[config.mk]
export PLATFORM = sky130hd
export DESIGN_NAME = my_axi4_lite_mst_cmd_flat
export DESIGN_NICKNAME = d
export VERILOG_FILES = /design/src/rtl/my_axi4_lite_pkg.sv /design/src/rtl/aix4_lite_if.sv /design/src/rtl/my_axi4_lite_mst_cmd.sv /design/src/flat_wrapper.sv
export SDC_FILE = /design/constraint.sdc
export NUM_CORES = 1
export LEC_CHECK = 0
export CAP_MARGIN = 20
export CORE_ASPECT_RATIO = 1.4
export CORE_MARGIN = 4
export CORE_UTILIZATION = 30
export CTS_CLUSTER_SIZE = 24
export DETAILED_ROUTE_END_ITERATION = 6
export HOLD_SLACK_MARGIN = 0.15
export PLACE_DENSITY = 0.64
export SYNTH_ARGS = -nofsm -noshare
export SYNTH_HDL_FRONTEND = slang
export SYNTH_SLANG_ARGS = --single-unit
[constraint.sdc]
create_clock -name i_clk -period 4.5 [get_ports i_clk]
set_input_delay 0.675 -clock i_clk [delete_from_list [all_inputs] [get_ports i_clk]]
set_output_delay 0.675 -clock i_clk [all_outputs]
set_load 0.05 [all_outputs]
[src/rtl/my_axi4_lite_pkg.sv]
// Shared types for the command-driven AXI4-Lite master: response codes,
// FSM state encoding and the command record.
package my_axi4_lite_pkg;

  localparam logic [1:0] RESP_OKAY   = 2'b00;
  localparam logic [1:0] RESP_EXOKAY = 2'b01;
  localparam logic [1:0] RESP_SLVERR = 2'b10;
  localparam logic [1:0] RESP_DECERR = 2'b11;

  typedef enum logic [2:0] {
    IDLE    = 3'd0,
    WR      = 3'd1,
    WR_RESP = 3'd2,
    RD_ADDR = 3'd3,
    RD_DATA = 3'd4,
    RSP     = 3'd5
  } mst_cmd_state_t;

  // Widest supported address/data so one record type serves every build.
  localparam int CMD_ADDR_W_MAX = 32;
  localparam int CMD_DATA_W_MAX = 64;

  typedef struct packed {
    logic                        is_wr;
    logic [CMD_ADDR_W_MAX-1:0]   addr;
    logic [CMD_DATA_W_MAX-1:0]   wdata;
    logic [CMD_DATA_W_MAX/8-1:0] wstrb;
  } mst_cmd_t;

endpackage

[src/rtl/aix4_lite_if.sv]
// AXI4-Lite bundle with master and slave views.
interface aix4_lite_if #(
  parameter int ADDR_W = 4,
  parameter int DATA_W = 32
) ();
  logic [ADDR_W-1:0]   awaddr;
  logic [2:0]          awprot;
  logic                awvalid;
  logic                awready;
  logic [DATA_W-1:0]   wdata;
  logic [DATA_W/8-1:0] wstrb;
  logic                wvalid;
  logic                wready;
  logic [1:0]          bresp;
  logic                bvalid;
  logic                bready;
  logic [ADDR_W-1:0]   araddr;
  logic [2:0]          arprot;
  logic                arvalid;
  logic                arready;
  logic [DATA_W-1:0]   rdata;
  logic [1:0]          rresp;
  logic                rvalid;
  logic                rready;

  modport mst_port (
    output awaddr, awprot, awvalid, input awready,
    output wdata, wstrb, wvalid, input wready,
    input bresp, bvalid, output bready,
    output araddr, arprot, arvalid, input arready,
    input rdata, rresp, rvalid, output rready
  );

  modport slv_port (
    input awaddr, awprot, awvalid, output awready,
    input wdata, wstrb, wvalid, output wready,
    output bresp, bvalid, input bready,
    input araddr, arprot, arvalid, output arready,
    output rdata, rresp, rvalid, input rready
  );
endinterface

[src/rtl/my_axi4_lite_mst_cmd.sv]
// Command-driven AXI4-Lite master: one single-beat read or write at a time,
// outcome returned on a valid/ready response port. All AXI outputs registered.
// Optional feature macro: MY_AXI4_LITE_MST_CMD_LAT_CNT_EN adds o_rsp_lat_cycles,
// the cycle count from command acceptance to the B/R handshake (saturating).
module my_axi4_lite_mst_cmd
  import my_axi4_lite_pkg::*;
#(
  parameter int AXI4_LITE_ADDR_BIT_WIDTH = 4,
  parameter int AXI4_LITE_DATA_BIT_WIDTH = 32,
  parameter int LAT_CNT_BIT_WIDTH        = 16
) (
  input  logic                                  i_clk,
  input  logic                                  i_sync_rst,
  input  logic                                  i_cmd_valid,
  output logic                                  o_cmd_ready,
  input  logic                                  i_cmd_is_wr,
  input  logic [AXI4_LITE_ADDR_BIT_WIDTH-1:0]   i_cmd_addr,
  input  logic [AXI4_LITE_DATA_BIT_WIDTH-1:0]   i_cmd_wdata,
  input  logic [AXI4_LITE_DATA_BIT_WIDTH/8-1:0] i_cmd_wstrb,
  output logic                                  o_rsp_valid,
  input  logic                                  i_rsp_ready,
  output logic                                  o_rsp_is_wr,
  output logic [AXI4_LITE_DATA_BIT_WIDTH-1:0]   o_rsp_rdata,
  output logic [1:0]                            o_rsp_resp,
`ifdef MY_AXI4_LITE_MST_CMD_LAT_CNT_EN
  output logic [LAT_CNT_BIT_WIDTH-1:0]          o_rsp_lat_cycles,
`endif
  aix4_lite_if.mst_port                         if_m_axi4_lite
);

  localparam int AW = AXI4_LITE_ADDR_BIT_WIDTH;
  localparam int DW = AXI4_LITE_DATA_BIT_WIDTH;
  localparam int SW = AXI4_LITE_DATA_BIT_WIDTH / 8;

  // Reject unsupported parameter sets at elaboration.
  if (!(DW == 32 || DW == 64) || LAT_CNT_BIT_WIDTH < 1) begin : g_param_check
    $error("my_axi4_lite_mst_cmd: unsupported parameter set");
  end

  mst_cmd_state_t state_q, state_d;
  logic          awvalid_q, awvalid_d, wvalid_q, wvalid_d, bready_q, bready_d;
  logic          arvalid_q, arvalid_d, rready_q, rready_d;
  logic [AW-1:0] awaddr_q, awaddr_d, araddr_q, araddr_d;
  logic [DW-1:0] wdata_q, wdata_d;
  logic [SW-1:0] wstrb_q, wstrb_d;
  logic          rsp_valid_q, rsp_valid_d, rsp_is_wr_q, rsp_is_wr_d;
  logic [DW-1:0] rsp_rdata_q, rsp_rdata_d;
  logic [1:0]    rsp_resp_q, rsp_resp_d;
`ifdef MY_AXI4_LITE_MST_CMD_LAT_CNT_EN
  logic [LAT_CNT_BIT_WIDTH-1:0] lat_cnt_q, lat_cnt_d, rsp_lat_q, rsp_lat_d;

  function automatic logic [LAT_CNT_BIT_WIDTH-1:0] sat_inc(
    input logic [LAT_CNT_BIT_WIDTH-1:0] v
  );
    return (&v) ? v : v + 1'b1;
  endfunction
`endif

  assign o_cmd_ready = (state_q == IDLE);
  assign o_rsp_valid = rsp_valid_q;
  assign o_rsp_is_wr = rsp_is_wr_q;
  assign o_rsp_rdata = rsp_rdata_q;
  assign o_rsp_resp  = rsp_resp_q;
`ifdef MY_AXI4_LITE_MST_CMD_LAT_CNT_EN
  assign o_rsp_lat_cycles = rsp_lat_q;
`endif

  assign if_m_axi4_lite.awaddr  = awaddr_q;
  assign if_m_axi4_lite.awprot  = 3'b000;
  assign if_m_axi4_lite.awvalid = awvalid_q;
  assign if_m_axi4_lite.wdata   = wdata_q;
  assign if_m_axi4_lite.wstrb   = wstrb_q;
  assign if_m_axi4_lite.wvalid  = wvalid_q;
  assign if_m_axi4_lite.bready  = bready_q;
  assign if_m_axi4_lite.araddr  = araddr_q;
  assign if_m_axi4_lite.arprot  = 3'b000;
  assign if_m_axi4_lite.arvalid = arvalid_q;
  assign if_m_axi4_lite.rready  = rready_q;

  // Next-state and next-output decode; every register holds unless a state acts on it.
  always_comb begin
    state_d     = state_q;
    awvalid_d   = awvalid_q;
    wvalid_d    = wvalid_q;
    bready_d    = bready_q;
    arvalid_d   = arvalid_q;
    rready_d    = rready_q;
    awaddr_d    = awaddr_q;
    araddr_d    = araddr_q;
    wdata_d     = wdata_q;
    wstrb_d     = wstrb_q;
    rsp_valid_d = rsp_valid_q;
    rsp_is_wr_d = rsp_is_wr_q;
    rsp_rdata_d = rsp_rdata_q;
    rsp_resp_d  = rsp_resp_q;
`ifdef MY_AXI4_LITE_MST_CMD_LAT_CNT_EN
    lat_cnt_d   = (state_q == IDLE || state_q == RSP) ? lat_cnt_q : sat_inc(lat_cnt_q);
    rsp_lat_d   = rsp_lat_q;
`endif
    unique case (state_q)
      IDLE: begin
        if (i_cmd_valid) begin
`ifdef MY_AXI4_LITE_MST_CMD_LAT_CNT_EN
          lat_cnt_d = '0;
`endif
          if (i_cmd_is_wr) begin
            awaddr_d  = i_cmd_addr;
            wdata_d   = i_cmd_wdata;
            wstrb_d   = i_cmd_wstrb;
            awvalid_d = 1'b1;
            wvalid_d  = 1'b1;
            state_d   = WR;
          end else begin
            araddr_d  = i_cmd_addr;
            arvalid_d = 1'b1;
            state_d   = RD_ADDR;
          end
        end
      end
      WR: begin
        // AW and W complete independently; B is requested only after both.
        if (awvalid_q && if_m_axi4_lite.awready) awvalid_d = 1'b0;
        if (wvalid_q && if_m_axi4_lite.wready)   wvalid_d  = 1'b0;
        if (!awvalid_d && !wvalid_d) begin
          bready_d = 1'b1;
          state_d  = WR_RESP;
        end
      end
      WR_RESP: begin
        if (if_m_axi4_lite.bvalid && bready_q) begin
          bready_d    = 1'b0;
          rsp_valid_d = 1'b1;
          rsp_is_wr_d = 1'b1;
          rsp_rdata_d = '0;
          rsp_resp_d  = if_m_axi4_lite.bresp;
`ifdef MY_AXI4_LITE_MST_CMD_LAT_CNT_EN
          rsp_lat_d   = sat_inc(lat_cnt_q);
`endif
          state_d     = RSP;
        end
      end
      RD_ADDR: begin
        if (arvalid_q && if_m_axi4_lite.arready) begin
          arvalid_d = 1'b0;
          rready_d  = 1'b1;
          state_d   = RD_DATA;
        end
      end
      RD_DATA: begin
        if (if_m_axi4_lite.rvalid && rready_q) begin
          rready_d    = 1'b0;
          rsp_valid_d = 1'b1;
          rsp_is_wr_d = 1'b0;
          rsp_rdata_d = if_m_axi4_lite.rdata;
          rsp_resp_d  = if_m_axi4_lite.rresp;
`ifdef MY_AXI4_LITE_MST_CMD_LAT_CNT_EN
          rsp_lat_d   = sat_inc(lat_cnt_q);
`endif
          state_d     = RSP;
        end
      end
      RSP: begin
        if (i_rsp_ready) begin
          rsp_valid_d = 1'b0;
          state_d     = IDLE;
        end
      end
      default: state_d = IDLE;
    endcase
  end

  // State and output registers; reset abandons any in-flight transaction.
  always_ff @(posedge i_clk) begin
    if (i_sync_rst) begin
      state_q     <= IDLE;
      awvalid_q   <= 1'b0;
      wvalid_q    <= 1'b0;
      bready_q    <= 1'b0;
      arvalid_q   <= 1'b0;
      rready_q    <= 1'b0;
      awaddr_q    <= '0;
      araddr_q    <= '0;
      wdata_q     <= '0;
      wstrb_q     <= '0;
      rsp_valid_q <= 1'b0;
      rsp_is_wr_q <= 1'b0;
      rsp_rdata_q <= '0;
      rsp_resp_q  <= '0;
`ifdef MY_AXI4_LITE_MST_CMD_LAT_CNT_EN
      lat_cnt_q   <= '0;
      rsp_lat_q   <= '0;
`endif
    end else begin
      state_q     <= state_d;
      awvalid_q   <= awvalid_d;
      wvalid_q    <= wvalid_d;
      bready_q    <= bready_d;
      arvalid_q   <= arvalid_d;
      rready_q    <= rready_d;
      awaddr_q    <= awaddr_d;
      araddr_q    <= araddr_d;
      wdata_q     <= wdata_d;
      wstrb_q     <= wstrb_d;
      rsp_valid_q <= rsp_valid_d;
      rsp_is_wr_q <= rsp_is_wr_d;
      rsp_rdata_q <= rsp_rdata_d;
      rsp_resp_q  <= rsp_resp_d;
`ifdef MY_AXI4_LITE_MST_CMD_LAT_CNT_EN
      lat_cnt_q   <= lat_cnt_d;
      rsp_lat_q   <= rsp_lat_d;
`endif
    end
  end

endmodule

[src/flat_wrapper.sv]
// flat-port wrapper written by rule: the top's interface ports become plain ports
module my_axi4_lite_mst_cmd_flat import my_axi4_lite_pkg::*;
#(
  parameter int AXI4_LITE_ADDR_BIT_WIDTH = 4,
  parameter int AXI4_LITE_DATA_BIT_WIDTH = 32,
  parameter int LAT_CNT_BIT_WIDTH        = 16
)
  (i_clk, i_sync_rst, i_cmd_valid, o_cmd_ready, i_cmd_is_wr, i_cmd_addr, i_cmd_wdata, i_cmd_wstrb, o_rsp_valid, i_rsp_ready, o_rsp_is_wr, o_rsp_rdata, o_rsp_resp, if_m_axi4_lite_awaddr, if_m_axi4_lite_awprot, if_m_axi4_lite_awvalid, if_m_axi4_lite_awready, if_m_axi4_lite_wdata, if_m_axi4_lite_wstrb, if_m_axi4_lite_wvalid, if_m_axi4_lite_wready, if_m_axi4_lite_bresp, if_m_axi4_lite_bvalid, if_m_axi4_lite_bready, if_m_axi4_lite_araddr, if_m_axi4_lite_arprot, if_m_axi4_lite_arvalid, if_m_axi4_lite_arready, if_m_axi4_lite_rdata, if_m_axi4_lite_rresp, if_m_axi4_lite_rvalid, if_m_axi4_lite_rready);
  aix4_lite_if #(.ADDR_W((4)), .DATA_W((32))) if_m_axi4_lite_i ();
  input  logic i_clk;
  input  logic i_sync_rst;
  input  logic i_cmd_valid;
  output logic o_cmd_ready;
  input  logic i_cmd_is_wr;
  input  logic [AXI4_LITE_ADDR_BIT_WIDTH-1:0] i_cmd_addr;
  input  logic [AXI4_LITE_DATA_BIT_WIDTH-1:0] i_cmd_wdata;
  input  logic [AXI4_LITE_DATA_BIT_WIDTH/8-1:0] i_cmd_wstrb;
  output logic o_rsp_valid;
  input  logic i_rsp_ready;
  output logic o_rsp_is_wr;
  output logic [AXI4_LITE_DATA_BIT_WIDTH-1:0] o_rsp_rdata;
  output logic [1:0] o_rsp_resp;
  output wire logic [$bits(if_m_axi4_lite_i.awaddr)-1:0] if_m_axi4_lite_awaddr;
  output wire logic [$bits(if_m_axi4_lite_i.awprot)-1:0] if_m_axi4_lite_awprot;
  output wire logic [$bits(if_m_axi4_lite_i.awvalid)-1:0] if_m_axi4_lite_awvalid;
  input wire logic [$bits(if_m_axi4_lite_i.awready)-1:0] if_m_axi4_lite_awready;
  output wire logic [$bits(if_m_axi4_lite_i.wdata)-1:0] if_m_axi4_lite_wdata;
  output wire logic [$bits(if_m_axi4_lite_i.wstrb)-1:0] if_m_axi4_lite_wstrb;
  output wire logic [$bits(if_m_axi4_lite_i.wvalid)-1:0] if_m_axi4_lite_wvalid;
  input wire logic [$bits(if_m_axi4_lite_i.wready)-1:0] if_m_axi4_lite_wready;
  input wire logic [$bits(if_m_axi4_lite_i.bresp)-1:0] if_m_axi4_lite_bresp;
  input wire logic [$bits(if_m_axi4_lite_i.bvalid)-1:0] if_m_axi4_lite_bvalid;
  output wire logic [$bits(if_m_axi4_lite_i.bready)-1:0] if_m_axi4_lite_bready;
  output wire logic [$bits(if_m_axi4_lite_i.araddr)-1:0] if_m_axi4_lite_araddr;
  output wire logic [$bits(if_m_axi4_lite_i.arprot)-1:0] if_m_axi4_lite_arprot;
  output wire logic [$bits(if_m_axi4_lite_i.arvalid)-1:0] if_m_axi4_lite_arvalid;
  input wire logic [$bits(if_m_axi4_lite_i.arready)-1:0] if_m_axi4_lite_arready;
  input wire logic [$bits(if_m_axi4_lite_i.rdata)-1:0] if_m_axi4_lite_rdata;
  input wire logic [$bits(if_m_axi4_lite_i.rresp)-1:0] if_m_axi4_lite_rresp;
  input wire logic [$bits(if_m_axi4_lite_i.rvalid)-1:0] if_m_axi4_lite_rvalid;
  output wire logic [$bits(if_m_axi4_lite_i.rready)-1:0] if_m_axi4_lite_rready;
  assign if_m_axi4_lite_awaddr = if_m_axi4_lite_i.awaddr;
  assign if_m_axi4_lite_awprot = if_m_axi4_lite_i.awprot;
  assign if_m_axi4_lite_awvalid = if_m_axi4_lite_i.awvalid;
  assign if_m_axi4_lite_i.awready = if_m_axi4_lite_awready;
  assign if_m_axi4_lite_wdata = if_m_axi4_lite_i.wdata;
  assign if_m_axi4_lite_wstrb = if_m_axi4_lite_i.wstrb;
  assign if_m_axi4_lite_wvalid = if_m_axi4_lite_i.wvalid;
  assign if_m_axi4_lite_i.wready = if_m_axi4_lite_wready;
  assign if_m_axi4_lite_i.bresp = if_m_axi4_lite_bresp;
  assign if_m_axi4_lite_i.bvalid = if_m_axi4_lite_bvalid;
  assign if_m_axi4_lite_bready = if_m_axi4_lite_i.bready;
  assign if_m_axi4_lite_araddr = if_m_axi4_lite_i.araddr;
  assign if_m_axi4_lite_arprot = if_m_axi4_lite_i.arprot;
  assign if_m_axi4_lite_arvalid = if_m_axi4_lite_i.arvalid;
  assign if_m_axi4_lite_i.arready = if_m_axi4_lite_arready;
  assign if_m_axi4_lite_i.rdata = if_m_axi4_lite_rdata;
  assign if_m_axi4_lite_i.rresp = if_m_axi4_lite_rresp;
  assign if_m_axi4_lite_i.rvalid = if_m_axi4_lite_rvalid;
  assign if_m_axi4_lite_rready = if_m_axi4_lite_i.rready;
  my_axi4_lite_mst_cmd #(.AXI4_LITE_ADDR_BIT_WIDTH(AXI4_LITE_ADDR_BIT_WIDTH), .AXI4_LITE_DATA_BIT_WIDTH(AXI4_LITE_DATA_BIT_WIDTH), .LAT_CNT_BIT_WIDTH(LAT_CNT_BIT_WIDTH)) u_core (.i_clk(i_clk), .i_sync_rst(i_sync_rst), .i_cmd_valid(i_cmd_valid), .o_cmd_ready(o_cmd_ready), .i_cmd_is_wr(i_cmd_is_wr), .i_cmd_addr(i_cmd_addr), .i_cmd_wdata(i_cmd_wdata), .i_cmd_wstrb(i_cmd_wstrb), .o_rsp_valid(o_rsp_valid), .i_rsp_ready(i_rsp_ready), .o_rsp_is_wr(o_rsp_is_wr), .o_rsp_rdata(o_rsp_rdata), .o_rsp_resp(o_rsp_resp), .if_m_axi4_lite(if_m_axi4_lite_i));
endmodule
==> metrics.yaml <==
status: "complete, no violations"
crit_required_ns: 3.83
synth_cells: 380
die_w_um: 98.5
synth_compound_area_share_pct: 21.6
fin_skew_ns: 0.00822
io_pins: 178
cts_buffer_depth: 2
yosysWarnings: 0
layout_commonest_cell: "clkdlybuf4s50_1"
drc_errors: 0
leakagePower_nw: 1.85
slew_headroom_pct: 44.5
wl_um: 9710
portBuffers: 171
n_antenna_cell: 0
clock.fmax_ghz: 0.364
grt_first_pass_wirelength_um: 15500
mostFrequentLayoutCells: "170 x clkdlybuf4s50_1, 88 x dfxtp_1, 87 x nand2_1"
internal_power_mw: 1.53
track_usage_pct: 14.4
wl_per_cell_um: 14.2
period_share_pct: 61.0
initial_utilization_pct: 30.5
synth-adder-area-share_pct: 0
grt_pass1_vias: 3143
synth-simple-area-share_pct: 18.9
post_cts_buffers: 0
hold_viol: 0
routabilityCongestion: 0.761
max_stage_delay_ns: 0.86
core_area_mm2: 0.0113
dr.pass1.iters: 4
design_area_mm2: 0.00546
nFillCells: 1105
synth_area_per_cell_um2: 9.05
clk_latency_ns: 0.33
crit_family: "buffers and inverters"
grt_remaining_overflow: 0
syn-cell-area_mm2: 0.00344
cts_root_buf: "clkbuf_16"
critPathMaxFanout: 20
synthMuxAreaShare_pct: 2.04
synth-seq-cells: 88
clock_power_share_pct: 29.2
ir_drop_mv: 0.201
cts_hold_buf: 0
worstPathCellList: "nor3_2 -> clkdlybuf4s50_1"
rsz0062_at_grt: "false"
grt_max_degree: 47
cap_violations: 0
dr.first_iter.drc_count: 90
antenna_found_initial: 0
fin_tns_setup_ns: 0
cp_data_arrival_time_ns: 2.07
cts_tree: "built"
power_density_mw_per_mm2: 438
p_sw_mw: 0.861
p_seq_share_pct: 39.0
finalCriticalPeriod_ns: 2.75
place_area_mm2: 0.00517
die_y_um: 135
drive_above_1_share_pct: 10.9
reg2reg_slack_ns: 2.70
ys_types: 35
cts_buffers: 9
p_sw_share_pct: 36.0
crit_path_top_delay_cell: "clkdlybuf4s50_1"
vias: 3179
rows: 46
setup_viol: 0
hpwl_um: 6910
drv_slew: 0
drtAntennaViolNets: 0
path_clk_slew_ns: 0.06
synthXorXnorAreaFrac_pct: 0
synth_top_family_by_area: "compound AO/OA/AOI/OAI gates"
crit_path_start_kind: "register"
critPathCaptureType: "output pin"
hold_path.class: "reg -> reg"
comb_power_share_pct: 31.8
path_class: "reg -> out"
viasPerCell: 4.64
ys_seq_area_share_pct: 51.2
cts_sinks: 88
area_growth_pct: 58.6
die_area_mm2: 0.0133
cts_resized: 0
htreeDepth: 3
cp.buffers_inverters: 1
nets: 622
worst_slew_pin_slew_ns: 0.832
[registers in the layout, summed over array words and instances, names as in the netlist, 2 cells and up]
register / flops
u_core.if_m_axi4_lite.wstrb: 4
u_core.o_rsp_rdata: 32
u_core.if_m_axi4_lite.wdata: 32
u_core.if_m_axi4_lite.awaddr: 4
u_core.o_rsp_resp: 2
u_core.state_q: 3
u_core.if_m_axi4_lite.araddr: 4
[metrics by stage]
step | utilization [%] | power, mW | worst slack [ns] | hold slack (ns) | std cells
global placement | 45.9 | 1.71 | 2.11 | 0.441 | 669
finish | 48.4 | 2.39 | 1.75 | 0.452 | 685
global route | 48.4 | 2.52 | 1.63 | 0.473 | 685
detailed placement | 45.9 | 1.72 | 2.08 | 0.447 | 669
CTS | 48.4 | 2.43 | 1.72 | 0.456 | 685
floorplan | - | 1.46 | 2.58 | 0.669 | 385
[metal layers]
layer  part of all wire, %  up-vias  global-route usage [%]
met3                   9.7        5                    6.77
met2                    49      125                    23.7
li1                      -     1579                       -
met5                     0        -                       0
met4                  0.66        0                    4.10
met1                    41     1470                    16.7
[kinds of logic (layout without fill, tap and decap cells)]
family | after synthesis | in the layout
AOI/OAI and AO/OA | 93 | 93
DFF | 88 | 88
buffers and inverters | 38 | 194
other | 1 | 6
and+or+nand+nor | 153 | 153
muxes | 7 | 7
[power groups by stage]
stage                     clock (mW)  combinational [mW]  sequential (mW)
after floorplan                    0               0.351             1.11
after global placement             0               0.761            0.945
after detailed placement           0               0.766            0.949
after CTS                      0.730               0.769            0.931
after global routing           0.761               0.812            0.943
final                          0.697               0.759            0.931
[cell type report]
class                   instances  area (um2)  area share (%)
well taps                     144         180            3.30
flip-flops and latches         88        1760            32.3
repair buffers                175        1740            31.8
clock inverters                 6        43.8           0.803
multi-input cells             259        1480            27.2
clock buffers                  10         239            4.38
inverters                       3        11.3           0.206
[path summary, 6_finish.rpt]
path,from,cells after the start,to
min reg2reg,u_core.if_m_axi4_lite.wdata[31],2,u_core.if_m_axi4_lite.wdata[31]
max,u_core.state_q[0],2,o_cmd_ready
max reg2reg,u_core.state_q[0],5,u_core.if_m_axi4_lite.wdata[4]
min,u_core.if_m_axi4_lite.wdata[31],2,u_core.if_m_axi4_lite.wdata[31]
[worst min-delay path, stage by stage, from the launching register on]
cell,delay [ns]
dfxtp_1,0.30
nand2_1,0.05
a21oi_1,0.05
[Yosys cell counts (all sizes together)]
library cell  instances  area (um2)
a21o                  1        15.0
and2                  1        6.26
nand2b                2        12.5
nand2                87         327
o21ai                 2        10.0
a211oi                3        22.5
nand3                 5        37.5
buf                  21         149
a21oi                46         234
and2b                 2        17.5
clkbuf               14        52.6
nand3b                1        7.51
dfxtp                88        1760
a22oi                33         398
a41oi                 1        8.76
o31a                  1        8.76
o211a                 1        10.0
mux2i                 7        70.1
a31oi                 3        18.8
nor2                 47         179
inv                   3        11.3
o211ai                1        7.51
a311oi                1        8.76
conb                  1        3.75
nor3                  6        35.0
and3                  1        6.26
nor4                  1        21.3
No activity file was read; power rests on OpenSTA's default activity.
